### src/rtl/muldiv_unit.sv
// Sequential signed multiply/divide: radix-2 Booth multiply, restoring divide, WIDTH steps per op.
// Define MULDIV_DIV_EN to include the divider; otherwise every operation is a multiply and dz stays 0.
module muldiv_unit #(
  parameter int WIDTH = 32
) (
  input  logic             clock,
  input  logic             clear,
  input  logic             start,
  input  logic             op,
  input  logic [WIDTH-1:0] a,
  input  logic [WIDTH-1:0] b,
  output logic             busy,
  output logic             done,
  output logic [WIDTH-1:0] hi,
  output logic [WIDTH-1:0] lo,
  output logic             dz
);

  localparam int CW = $clog2(WIDTH + 1);

  typedef enum logic [1:0] {IDLE, RUN, FIX, DONE} state_t;

  state_t           state;
  logic [CW-1:0]    cnt;
  logic [WIDTH-1:0] m;
  logic [2*WIDTH:0] acc;
  logic [WIDTH:0]   bsum;

  // The add is sign-extended one bit so a most-negative multiplicand cannot
  // corrupt the sign that the arithmetic shift carries in.
  always_comb begin
    bsum = {acc[2*WIDTH], acc[2*WIDTH:WIDTH+1]};
    case (acc[1:0])
      2'b01:   bsum = bsum + {m[WIDTH-1], m};
      2'b10:   bsum = bsum - {m[WIDTH-1], m};
      default: bsum = {acc[2*WIDTH], acc[2*WIDTH:WIDTH+1]};
    endcase
  end

`ifdef MULDIV_DIV_EN
  logic             op_q, a_neg, b_neg, dz_q;
  logic [WIDTH-1:0] quo, dvs;
  logic [WIDTH:0]   rem, rsh, rdiff;

  always_comb begin
    rsh   = {rem[WIDTH-1:0], quo[WIDTH-1]};
    rdiff = rsh - {1'b0, dvs};
  end

  assign dz = dz_q;
`else
  logic unused_op;
  assign unused_op = op;
  assign dz        = 1'b0;
`endif

  always_ff @(posedge clock or negedge clear) begin
    if (!clear) begin
      state <= IDLE;
      cnt   <= '0;
      m     <= '0;
      acc   <= '0;
      busy  <= 1'b0;
      done  <= 1'b0;
      hi    <= '0;
      lo    <= '0;
`ifdef MULDIV_DIV_EN
      op_q  <= 1'b0;
      a_neg <= 1'b0;
      b_neg <= 1'b0;
      dz_q  <= 1'b0;
      quo   <= '0;
      dvs   <= '0;
      rem   <= '0;
`endif
    end else begin
      case (state)
        IDLE: begin
          if (start) begin
            state <= RUN;
            busy  <= 1'b1;
            cnt   <= CW'(WIDTH);
            m     <= a;
            acc   <= {{WIDTH{1'b0}}, b, 1'b0};
`ifdef MULDIV_DIV_EN
            op_q  <= op;
            a_neg <= a[WIDTH-1];
            b_neg <= b[WIDTH-1];
            quo   <= a[WIDTH-1] ? -a : a;
            dvs   <= b[WIDTH-1] ? -b : b;
            rem   <= '0;
`endif
          end
        end
        RUN: begin
          acc <= {bsum, acc[WIDTH:1]};
`ifdef MULDIV_DIV_EN
          if (!rdiff[WIDTH]) begin
            rem <= rdiff;
            quo <= {quo[WIDTH-2:0], 1'b1};
          end else begin
            rem <= rsh;
            quo <= {quo[WIDTH-2:0], 1'b0};
          end
`endif
          cnt <= cnt - 1'b1;
          if (cnt == CW'(1)) state <= FIX;
        end
        FIX: begin
          state <= DONE;
          done  <= 1'b1;
`ifdef MULDIV_DIV_EN
          if (op_q) begin
            if (dvs == '0) begin
              dz_q <= 1'b1;
              lo   <= '1;
              hi   <= m;
            end else begin
              dz_q <= 1'b0;
              lo   <= (a_neg ^ b_neg) ? -quo : quo;
              hi   <= a_neg ? -rem[WIDTH-1:0] : rem[WIDTH-1:0];
            end
          end else begin
            dz_q <= 1'b0;
            hi   <= acc[2*WIDTH:WIDTH+1];
            lo   <= acc[WIDTH:1];
          end
`else
          hi <= acc[2*WIDTH:WIDTH+1];
          lo <= acc[WIDTH:1];
`endif
        end
        DONE: begin
          state <= IDLE;
          done  <= 1'b0;
          busy  <= 1'b0;
        end
        default: state <= IDLE;
      endcase
    end
  end

endmodule

### config.mk
export PLATFORM = sky130hd
export DESIGN_NAME = muldiv_unit
export DESIGN_NICKNAME = d
export VERILOG_FILES = /design/src/rtl/muldiv_unit.sv
export SDC_FILE = /design/constraint.sdc
export NUM_CORES = 1
export LEC_CHECK = 0
export CORE_MARGIN = 3
export CORE_UTILIZATION = 40
export CTS_CLUSTER_SIZE = 40
export DETAILED_ROUTE_END_ITERATION = 7
export PLACE_DENSITY = 0.62
export SETUP_SLACK_MARGIN = 0.4
export SYNTH_ARGS = -nofsm -noshare
export SYNTH_HDL_FRONTEND = slang
export SYNTH_SLANG_ARGS = --single-unit
### constraint.sdc
create_clock -name clock -period 3.55 [get_ports clock]
set_input_delay 0.5325 -clock clock [delete_from_list [all_inputs] [get_ports clock]]
set_output_delay 0.5325 -clock clock [all_outputs]
set_load 0.01 [all_outputs]
# After elaboration in Yosys (flattened, before gate mapping)
# Cells that the tools add are included.
# Widths: inputs -> output; s select.
# op_classes
n_eq_ne,9
mux,11
n_addsub,3
n_reduce_logical,9
# ops
op,count
$pmux 65 s2,1
$pmux 33 s2,1
$mux 65,1
$add 32x32->33,1
$sub 32x32->33,1
$pmux 6 s2,1
$pmux 2 s4,1
$reduce_and 2->1,4
$eq 2x2->1 const B,3
$eq 6x1->1 const B,1
$mux 6,1
$reduce_bool 2->1,3
$sub 6x1->6 const B,1
$eq 2x1->1 const B,2
$mux 2,2
$ne 2x2->1 const B,2
$pmux 1 s2,2
$ne 3x1->1 const B,1
$reduce_and 3->1,1
$logic_not 2->1,1
$mux 1,1
# totals
in_bits,68
word_cells,41
regBits,171

# Longest topological paths before layout
# Gate-level depths: netlist (run 1).
# logic_depth
ltp_word,3
depth_mapped,18

# Least setup slack after synthesis (run 1)
# OpenSTA, ideal clock, no wires.
# synth_timing
path_kind,reg-to-reg
startpoint,register m[3]
endpoint,register acc[64]
period_less_slack_ps,3726
setup_time_ps,126
path_stages_with_launch,17
t_arrival_ps,3600
setup_slack_ps,-176
cell_sequence,dfrtp_1 > or4_1 > nor3_1 > and2_1 > nand2_1 > nor2_1 > a21oi_1 > xnor2_1 > ha_1 > clkbuf_1 > a21o_1 > a21o_1 > or3_1 > nor3_1 > nor2_1 > mux2i_1 > a221o_1
# synth_between
elab_chain_len,3
word_cells_on_any_way,4
cone_classes,add/sub: 2; mux: 2
# synth_lines
element,line_no,source
start: declaration,25,logic [WIDTH-1:0] m;
start signal: assignment,61,m <= '0;
start signal: assignment,83,m <= a;
$sub 32x32->33 or $add 32x32->33 (tied branches),"35, 34",
$pmux 33 s2 *,33,case (acc[1:0])
$pmux 65 s2 *,77,case (state)
end signal: assignment,84,"acc <= {{WIDTH{1'b0}}, b, 1'b0};"
end signal: assignment,96,"acc <= {bsum, acc[WIDTH:1]};"
end: declaration,26,logic [2*WIDTH:0] acc;
# Mark *: on every way between the ends. The rest lies on a longest branch, timed or not.
# A chain may end at the register's enable or synchronous reset.

# Worst setup path after layout (run 1)
# layout_timing
startpoint,register m[0]
endpoint,register acc[61]
# The elaborated chain is that of the path after synthesis.

==> flow_metrics.py, run 1 <==
metrics = {
    "run_status": {
        "status": "finished with violations",
        "violations": "setup timing",
    },
    "layout": {
        "syn_to_final_growth_pct": 41.8,
        "multi_input_area_mm2": 0.00550,
        "drive_above_1_share": 0.322,
        "diodes": 0,
        "fillerInstances": 1998,
        "seqCellArea_mm2": 0.00428,
        "nets": 1291,
        "instances_no_fill": 1508,
    },
    "drt": {
        "wl_mm": 25.6,
        "vias": 7865,
        "firstDrtPassIters": 5,
        "wire_per_inst_um": 17.0,
        "drt_iter0_markers": 401,
        "vias_per_cell": 5.22,
        "drcViolationCount": 0,
        "ant_nets": 0,
    },
    "sta": {
        "max_clock_freq_mhz": 270,
        "setup_viol": 5,
        "setup_ws_ns": -0.149,
        "min_period_ns": 3.70,
        "slew_headroom": 0.354,
        "timing.hold.ws_ns": 0.0851,
        "report.final.slew_viol_count": 0,
        "worstMarginPinSlew_ns": 0.968,
        "skew_ns": 0.0146,
        "setup_tns_ns": -0.452,
        "rsz0062_at_grt": "true",
        "timing.final.crit_share": 1.04,
        "hold_viol": 0,
    },
    "synth": {
        "ys_async_sr_fraction": 1.00,
        "synth-xor-area-share": 0.0555,
        "yosys.area_share.simple": 0.111,
        "synth_fa_ha_area_frac": 0.0549,
        "syn_area_mm2": 0.00947,
        "synth_flop_cell": "dfrtp_1",
        "postSynthCellCount": 921,
        "ys_seq_elements": 171,
        "synth_edf_count": 0,
        "synth_area_leaders": "dfrtp_1 (45%), mux2_2 (12%), ha_1 (5.3%)",
        "yosys.area.top_type_share": 0.452,
        "synth_cell_type_count": 62,
        "synth_top_area_cell": "dfrtp_1",
        "synth_compound_area_frac": 0.144,
        "syn_area_per_cell_um2": 10.3,
        "syn-num-nets": 1030,
        "synth_top_family_by_area": "multiplexers",
        "muxShareOfSynthArea": 0.153,
        "ys.warnings.count": 0,
        "yosysSeqAreaShare": 0.452,
    },
    "clocking": {
        "cts_buffers": 17,
        "cts_root_buf": "clkbuf_16",
        "clk_pin_slew_worst_paths_ns": 0.08,
        "clk_latency_ns": 0.44,
        "clock-sinks": 171,
        "cts_tree": "done",
        "cts_max_path_buffers": 2,
        "h-tree-depth": 4,
    },
    "hold_path": {
        "worstHoldPathType": "primary input to asynchronous set/reset pin",
    },
    "pwr": {
        "leakage_nw": 5.96,
        "peakVddDrop_uv": 575,
        "p_per_area_mw_per_mm2": 1240,
    },
    "die": {
        "design.die.area_mm2": 0.0256,
        "die_h_um": 160,
        "io_pins": 135,
        "die_x_um": 160,
        "std_cell_rows": 55,
        "core-area_mm2": 0.0230,
        "start_util": 0.412,
    },
    "global_route": {
        "grt_overflow_total": 0,
        "grt_pass1_wl_mm": 42.5,
        "grt_usage": 0.203,
        "grt_max_degree": 76,
        "grt_pass1_vias": 8170,
        "antenna_found_initial": 0,
    },
    "place": {
        "place_congestion": 0.900,
        "io_buffers": 132,
        "dp_cells": 1446,
        "post-place-ws_ns": -0.290,
        "hpwlAfterDp_mm": 17.9,
    },
    "worst_setup_path": {
        "max_stage_delay_ns": 0.60,
        "worstPathMaxFanout": 5,
        "critPathTopFamily": "simple AND/OR/NAND/NOR gates",
        "required_ns": 3.87,
        "crit_path_end_kind": "flip-flop",
        "arrival_ns": 4.02,
        "critPathBufInv": 0,
        "critPathSlowestCell": "or4_4",
        "crit_chain": "or4_4 > nor3_4 > and2_4 > nand2_4 > nor2_4 > a21oi_2 > xnor2_1 > ha_1 > a21o_1 > a21o_1 > o21bai_4 > or3_4 > o21ai_2 > xor2_1 > o21ai_1",
        "crit_path_frequent_cell": "a21o_1",
        "path_class": "flip-flop to flip-flop",
        "worst_setup_path_start_kind": "flip-flop",
    },
    "flow_run": {
        "maxCapViolations": 0,
    },
}
metrics by stage:
stage               instance area (µm²)  utilization  power (mW)
finish                            13400        0.584        16.7
floorplan                          9580            -        9.44
detailed placement                12100        0.525        13.2
global route                      13400        0.584        18.0
global placement                  12100        0.525        13.0
CTS                               13200        0.573        16.2
layer usage:
| metal | up-vias | global-route usage | routed length (µm) |
|---|---|---|---|
| met5 | - | 0 | 0 |
| met4 | 0 | 0.0473 | 386 |
| met3 | 25 | 0.0399 | 1060 |
| met2 | 151 | 0.340 | 12400 |
| met1 | 3844 | 0.275 | 11700 |
| li1 | 3845 | - | - |
repair_timing:
item | CTS | global route
endpoints found under the hold margin | 0 | 0
resized for setup | 91 | 42
pin swaps | 44 | 39
setup endpoints to repair | 22 | 25
hold buffers | 0 | 0
setup buffers | 17 | 13
synth_stat cells, drive strengths merged, types with 3 or more instances:
master	instances
nor3	17
nor4	6
nor2	62
a211oi	4
mux2i	36
nand3	7
a21o	17
nand4	6
o31ai	7
clkbuf	38
and2	4
a21oi	54
a22o	4
mux2	97
o21a	3
nor3b	4
o21bai	4
or4	6
nor2b	5
buf	8
dfrtp	171
a31oi	5
o211ai	4
or2	4
ha	40
a22oi	17
or3	8
nand2	77
and3	6
xor2	13
xnor2	47
inv	24
o21ai	87
flip-flops by register name, summed over array words and instances, names as in the netlist:
name / cells
m: 32
cnt: 6
busy: 1
acc: 65
done: 1
lo: 32
hi: 32
state: 2
placed cells by master, fill, tap and decap left out, drive strengths merged, types with 4 or more instances in the layout:
master	n
dfrtp	171
buf	157
clkdlybuf4s50	131
mux2	97
o21ai	87
nand2	77
nor2	62
a21oi	54
xnor2	47
ha	40
mux2i	36
inv	31
a22oi	17
a21o	17
clkbuf	17
nor3	17
xor2	13
or3	8
clkinv	8
o31ai	7
nand3	7
nand4	6
or4	6
and3	6
nor4	6
a31oi	5
nor2b	5
a22o	4
o211ai	4
and2	4
nor3b	4
or2	4
a211oi	4
o21bai	4
cell families (layout without fill, tap and decap cells):
family | after synthesis | in the layout
AO/OA/AOI/OAI | 226 | 226
AND/OR/NAND/NOR | 219 | 219
flip-flops | 171 | 171
multiplexers | 133 | 133
buffers and inverters | 70 | 344
XOR/XNOR | 60 | 60
adder cells (fa/ha/maj) | 41 | 41
other | 1 | 1
cell type report:
| type | instances | share of cell area |
|---|---|---|
| tap | 313 | 0.0292 |
| sequential | 171 | 0.319 |
| timing repair buffer | 288 | 0.191 |
| clock inverter | 15 | 0.0141 |
| inverter | 24 | 0.00671 |
| clock buffer | 17 | 0.0317 |
| multi-input combinational | 680 | 0.409 |
path summary, 6_finish.rpt:
check,endpoint,start,cells past startpoint,slack (ns)
min in group clock,acc[27],acc[27],2,0.51
setup reg to reg,acc[61],m[0],15,-0.15
hold / removal,hi[18],clear,1,0.09
hold reg to reg,acc[27],acc[27],2,0.51
setup / recovery,acc[61],m[0],15,-0.15
max in group asynchronous,hi[17],clear,2,2.62
where the power goes:
part	total, mW	switching, mW	internal [mW]
logic	11.2	5.40	5.77
clock network	1.93	0.965	0.967
registers	3.56	0.699	2.86
(Power assumes the default switching activity.)
==> inputs of run 2 (changes only) <==
- RECOVER_POWER: default -> 50
==> run 2 against run 1 <==
  * The flow finishes with violations (capacitance limit, slew limit, setup timing)
  * Routed wire length is 0.36% higher
  * Die area stayed put
  * Combinational power hardly changed
  * Hold slack better by 0.42 ns
  * Clock skew is 0.0020 ns lower
  * Critical endpoint unchanged
  * Largest power group unchanged
==> flow_metrics.py, run 2 (synthesis gave the netlist of run 1 again) <==
metrics = {
    "hold_path": {
        "holdPathStages": 2,
        "worstHoldPathType": "flip-flop to flip-flop",
    },
    "pwr": {
        "leakage_nw": 5.94,
        "peakVddDrop_uv": 576,
        "p_per_area_mw_per_mm2": 1240,
    },
    "run_status": {
        "status": "finished with violations",
        "violations": "capacitance limit, slew limit, setup timing",
    },
    "sta": {
        "rsz0062_at_grt": "true",
        "timing.final.crit_share": 1.04,
        "hold_viol": 0,
        "max_clock_freq_mhz": 271,
        "setup_viol": 5,
        "setup_ws_ns": -0.135,
        "min_period_ns": 3.69,
        "worstMarginPinSlew_ns": 1.71,
        "slew_headroom": -0.137,
        "report.final.slew_viol_count": 197,
        "skew_ns": 0.0126,
    },
    "clocking": {
        "cts_tree": "done",
        "clock-sinks": 171,
        "clk_latency_ns": 0.44,
        "cts_max_path_buffers": 2,
        "cts_buffers": 17,
        "h-tree-depth": 4,
        "cts_root_buf": "clkbuf_16",
        "cts-hold-fix-buffers": 0,
        "clk_pin_slew_worst_paths_ns": 0.08,
    },
    "worst_setup_path": {
        "max_stage_delay_ns": 0.60,
        "worstPathMaxFanout": 5,
        "worst_setup_path_start_kind": "flip-flop",
        "critPathSlowestCell": "or4_4",
        "required_ns": 3.88,
        "reg2reg_depth": 15,
        "crit_path_end_kind": "flip-flop",
        "crit_path_frequent_cell": "a21o_1",
        "path_class": "flip-flop to flip-flop",
        "crit_chain": "or4_4 > nor3_4 > and2_4 > nand2_4 > nor2_4 > a21oi_2 > xnor2_1 > ha_1 > a21o_1 > a21o_1 > o21bai_4 > or3_4 > o21ai_2 > xor2_1 > o21ai_1",
        "arrival_ns": 4.01,
    },
    "die": {
        "start_util": 0.412,
        "die_h_um": 160,
        "io_pins": 135,
        "core-area_mm2": 0.0230,
        "std_cell_rows": 55,
        "design.die.area_mm2": 0.0256,
        "die_x_um": 160,
    },
    "drt": {
        "ant_nets": 0,
        "drcViolationCount": 0,
        "drt_iter0_markers": 398,
        "firstDrtPassIters": 5,
        "wl_mm": 25.7,
        "vias_per_cell": 5.22,
        "wire_per_inst_um": 17.1,
        "vias": 7871,
    },
    "layout": {
        "nets": 1291,
        "utilization": 0.583,
        "final_common_cell": "dfrtp_1",
        "largest_register": "acc",
        "syn_to_final_growth_pct": 41.3,
        "drive_above_1_share": 0.320,
        "layout_common_cells": "dfrtp_1 (170), buf_4 (139), clkdlybuf4s50_1 (131), mux2_2 (97), nand2_1 (72)",
        "largest_reg_flops": 65,
        "diodes": 0,
    },
    "global_route": {
        "grt_pass1_wl_mm": 42.5,
        "antenna_found_initial": 0,
        "grt_overflow_total": 0,
        "grt_max_degree": 76,
        "grt_usage": 0.203,
        "grt_pass1_vias": 8170,
    },
    "place": {
        "hpwlAfterDp_mm": 17.9,
        "io_buffers": 132,
        "place_congestion": 0.900,
        "post-place-ws_ns": -0.290,
    },
    "flow_run": {
        "maxCapViolations": 3,
    },
}
run 2: area by class of cell:
type                            instances  area [µm²]
Multi-Input combinational cell        680        5490
Inverter                               24        90.1
Clock buffer                           17         425
Fill cell                            2006        9600
Tap cell                              313         392
Clock inverter                         15         189
Sequential cell                       171        4280
Timing Repair Buffer                  288        2520
run 2: metal layers:
| metal | global-route usage | up-vias | share of wire |
|---|---|---|---|
| met5 | 0 | - | 0 |
| met4 | 0.0473 | 0 | 0.015 |
| met3 | 0.0399 | 25 | 0.034 |
| met2 | 0.340 | 144 | 0.49 |
| met1 | 0.275 | 3856 | 0.47 |
| li1 | - | 3846 | - |
run 2: path summary, 6_finish.rpt:
kind,from,end,slack (ns)
worst max-delay path,m[0],acc[61],-0.14
worst min-delay path,acc[27],acc[27],0.50
worst max register to register,m[0],acc[61],-0.14
worst min register to register,acc[27],acc[27],0.50
max in group asynchronous,clear,m[2],0.62
min in group asynchronous,clear,hi[18],0.52
run 2: critical path, delay by kind of cell, from the launching register on:
family	cells	cell delay, ns
DFF	1	0.41
xor gates and xnor gates	2	0.31
adders and majority gates	1	0.36
and+or+nand+nor	6	1.63
AOI/OAI and AO/OA	6	0.84
run 2: repair_timing:
action,in CTS,in global routing
gates cloned,0,0
gates resized for setup,91,42
endpoints found under the setup margin,22,25
setup buffers,17,13
pin swaps,44,39
endpoints found under the hold margin,0,0
run 2: power by group:
group | total [mW] | switching, mW | internal (mW)
Combinational | 11.2 | 5.42 | 5.76
Sequential | 3.55 | 0.696 | 2.86
Clock | 1.93 | 0.968 | 0.966
run 2: stage by stage:
step / setup TNS (ns) / cell area [µm²] / power (mW) / instances / hold WS (ns)
floorplan: 0 / 9580 / 9.44 / 921 / 0.237
global placement: -1.62 / 12100 / 13.0 / 1446 / 0.484
detailed placement: -1.72 / 12100 / 13.2 / 1446 / 0.490
CTS: -0.227 / 13200 / 16.2 / 1495 / 0.103
global route: -2.27 / 13400 / 18.0 / 1508 / 0.521
finish: -0.402 / 13400 / 16.7 / 1508 / 0.504
==> inputs of run 3 (changes only) <==
- ABC_CLOCK_PERIOD_IN_PS: default -> 3550
- CELL_PAD_IN_SITES_DETAIL_PLACEMENT: default -> 2
- CELL_PAD_IN_SITES_GLOBAL_PLACEMENT: default -> 2
- CORE_UTILIZATION: 40 -> 32
- PLACE_DENSITY: 0.62 -> 0.75
==> run 3 against run 2 <==
  * The flow still finishes with violations (capacitance limit, slew limit, setup timing)
  * Clock-buffer cell count unchanged
  * Final cell count up 5.5%
  * Hold slack better by 0.0020 ns
  * First-iteration DRC count up 40%
  * Maximum frequency down 11%
  * Setup slack worse by 0.44 ns
  * Sequential share of layout area down 1.3 points
  * Core utilization down 10 points
  * Global-route usage up 1.9 points
  * Routed wire length up 62%
  * Die area up 24%
  * Register-to-register slack worse by 0.44 ns
  * Largest cell class unchanged
==> flow_metrics.py, run 3 (synthesis gave the netlist of run 1 again) <==
metrics = {
    "worst_setup_path": {
        "required_ns": 3.87,
        "crit_path_end_kind": "flip-flop",
        "worst_setup_path_start_kind": "flip-flop",
        "crit_path_frequent_cell": "xnor2_1",
        "max_stage_delay_ns": 0.60,
        "crit_chain": "buf_6 > or4_4 > nor3_4 > and2_4 > a21oi_1 > xnor2_1 > ha_1 > a21oi_2 > o21bai_1 > a2111oi_4 > o31ai_1 > a41oi_1 > nand2_1 > xnor2_1 > o21ai_1",
        "path_depth": 15,
        "arrival_ns": 4.44,
        "path_class": "flip-flop to flip-flop",
        "critPathSlowestCell": "or4_4",
        "critPathTopFamily": "compound AO/OA/AOI/OAI gates",
        "critPathBufInv": 1,
        "reg2reg_depth": 15,
        "worstPathMaxFanout": 4,
    },
    "die": {
        "design.die.area_mm2": 0.0317,
        "start_util": 0.327,
        "io_pins": 135,
        "std_cell_rows": 62,
        "die_h_um": 178,
        "die_x_um": 178,
        "core-area_mm2": 0.0289,
    },
    "sta": {
        "worstMarginPinSlew_ns": 2.39,
        "report.final.slew_viol_count": 90,
        "max_clock_freq_mhz": 243,
        "hold_viol": 0,
        "min_period_ns": 4.12,
        "skew_ns": 0.0186,
        "setup_viol": 19,
        "rsz0062_at_grt": "true",
        "timing.final.crit_share": 1.16,
        "setup_ws_ns": -0.572,
        "slew_headroom": -0.590,
        "setup_tns_ns": -6.82,
    },
    "drt": {
        "firstDrtPassIters": 5,
        "drt_iter0_markers": 556,
        "wl_mm": 41.7,
        "drcViolationCount": 0,
        "wire_per_inst_um": 26.2,
        "vias": 8840,
        "vias_per_cell": 5.56,
        "ant_nets": 0,
    },
    "clocking": {
        "cts_max_path_buffers": 2,
        "clk_latency_ns": 0.46,
        "cts_buffers": 17,
        "cts-hold-fix-buffers": 0,
        "clk_pin_slew_worst_paths_ns": 0.08,
        "cts_tree": "done",
        "clock-sinks": 171,
        "cts_root_buf": "clkbuf_16",
        "h-tree-depth": 4,
    },
    "flow_run": {
        "maxCapViolations": 1,
    },
    "place": {
        "place_congestion": 0.834,
        "placed_area_mm2": 0.0121,
        "io_buffers": 132,
        "hpwlAfterDp_mm": 22.1,
    },
    "hold_path": {
        "holdPathStages": 1,
        "worstHoldPathType": "flip-flop to flip-flop",
    },
    "global_route": {
        "grt_pass1_vias": 9578,
        "grt_max_degree": 90,
        "grt_usage": 0.222,
        "grt_pass1_wl_mm": 55.0,
        "antenna_found_initial": 1,
        "grt_overflow_total": 0,
    },
    "run_status": {
        "violations": "capacitance limit, slew limit, setup timing",
        "status": "finished with violations",
    },
    "layout": {
        "layout_common_cells": "dfrtp_1 (171), buf_4 (141), clkdlybuf4s50_1 (122), mux2_2 (96), nand2_1 (64)",
        "largest_register": "acc",
        "final_common_cell": "dfrtp_1",
        "drive_above_1_share": 0.364,
        "utilization": 0.482,
        "nets": 1302,
        "fin_area_mm2": 0.0139,
        "fillerInstances": 2903,
        "largest_reg_flops": 65,
        "syn_to_final_growth_pct": 47.2,
    },
}
-- run 3: changes by cell type in the layout (fill, tap and decap cells not counted), sizes merged --
cell | previous run | this run
buf | 151 | 163
dlygate4sd3 | 0 | 9
clkbuf | 23 | 22
clkdlybuf4s50 | 131 | 122
diode | 0 | 1
-- run 3: timing repair --
item | 4_1_cts | 5_1_grt
buffers inserted | 13 | 30
gates resized for setup | 67 | 152
endpoints found under the setup margin | 23 | 25
pin swaps | 26 | 80
-- run 3: layer usage --
metal | wire, µm | part of all wire | vias up | global-route usage
met2 | 21200 | 0.51 | 271 | 0.389
li1 | - | - | 3846 | -
met1 | 16800 | 0.40 | 4610 | 0.269
met5 | 20 | 0.00048 | - | 0
met4 | 1830 | 0.044 | 2 | 0.0805
met3 | 1900 | 0.046 | 111 | 0.0447
-- run 3: path summary, 6_finish.rpt --
path,slack (ns),from,to
hold / removal,0.51,hi[12],hi[12]
min in group asynchronous,0.76,clear,hi[14]
setup reg to reg,-0.57,m[0],acc[62]
setup / recovery,-0.57,m[0],acc[62]
hold reg to reg,0.51,hi[12],hi[12]
max in group asynchronous,0.38,clear,lo[19]
-- run 3: metrics by stage --
stage | hold slack, ns | instances | setup WS [ns]
2_1_floorplan | 0.237 | 921 | 0.0275
3_3_place_gp | 0.483 | 1515 | -0.204
3_5_place_dp | 0.497 | 1515 | -0.336
4_1_cts | 0.212 | 1560 | -0.213
6_report | 0.506 | 1591 | -0.572
5_1_grt | 0.525 | 1590 | -0.715
-- run 3: layout make-up --
| cell class | instances | area, µm² | share of cell area |
|---|---|---|---|
| flip-flops and latches | 171 | 4280 | 0.307 |
| clock inverters | 15 | 209 | 0.0150 |
| repair buffers | 299 | 2650 | 0.190 |
| inverters | 24 | 90.1 | 0.00646 |
| diodes | 1 | 2.50 | 0.000179 |
| clock buffers | 17 | 425 | 0.0305 |
| well taps | 384 | 480 | 0.0345 |
| multi-input cells | 680 | 5810 | 0.417 |
Power of run 3 is not shown: default switching activity piles up to over one toggle a cycle in this logic, so the estimate is an artifact.
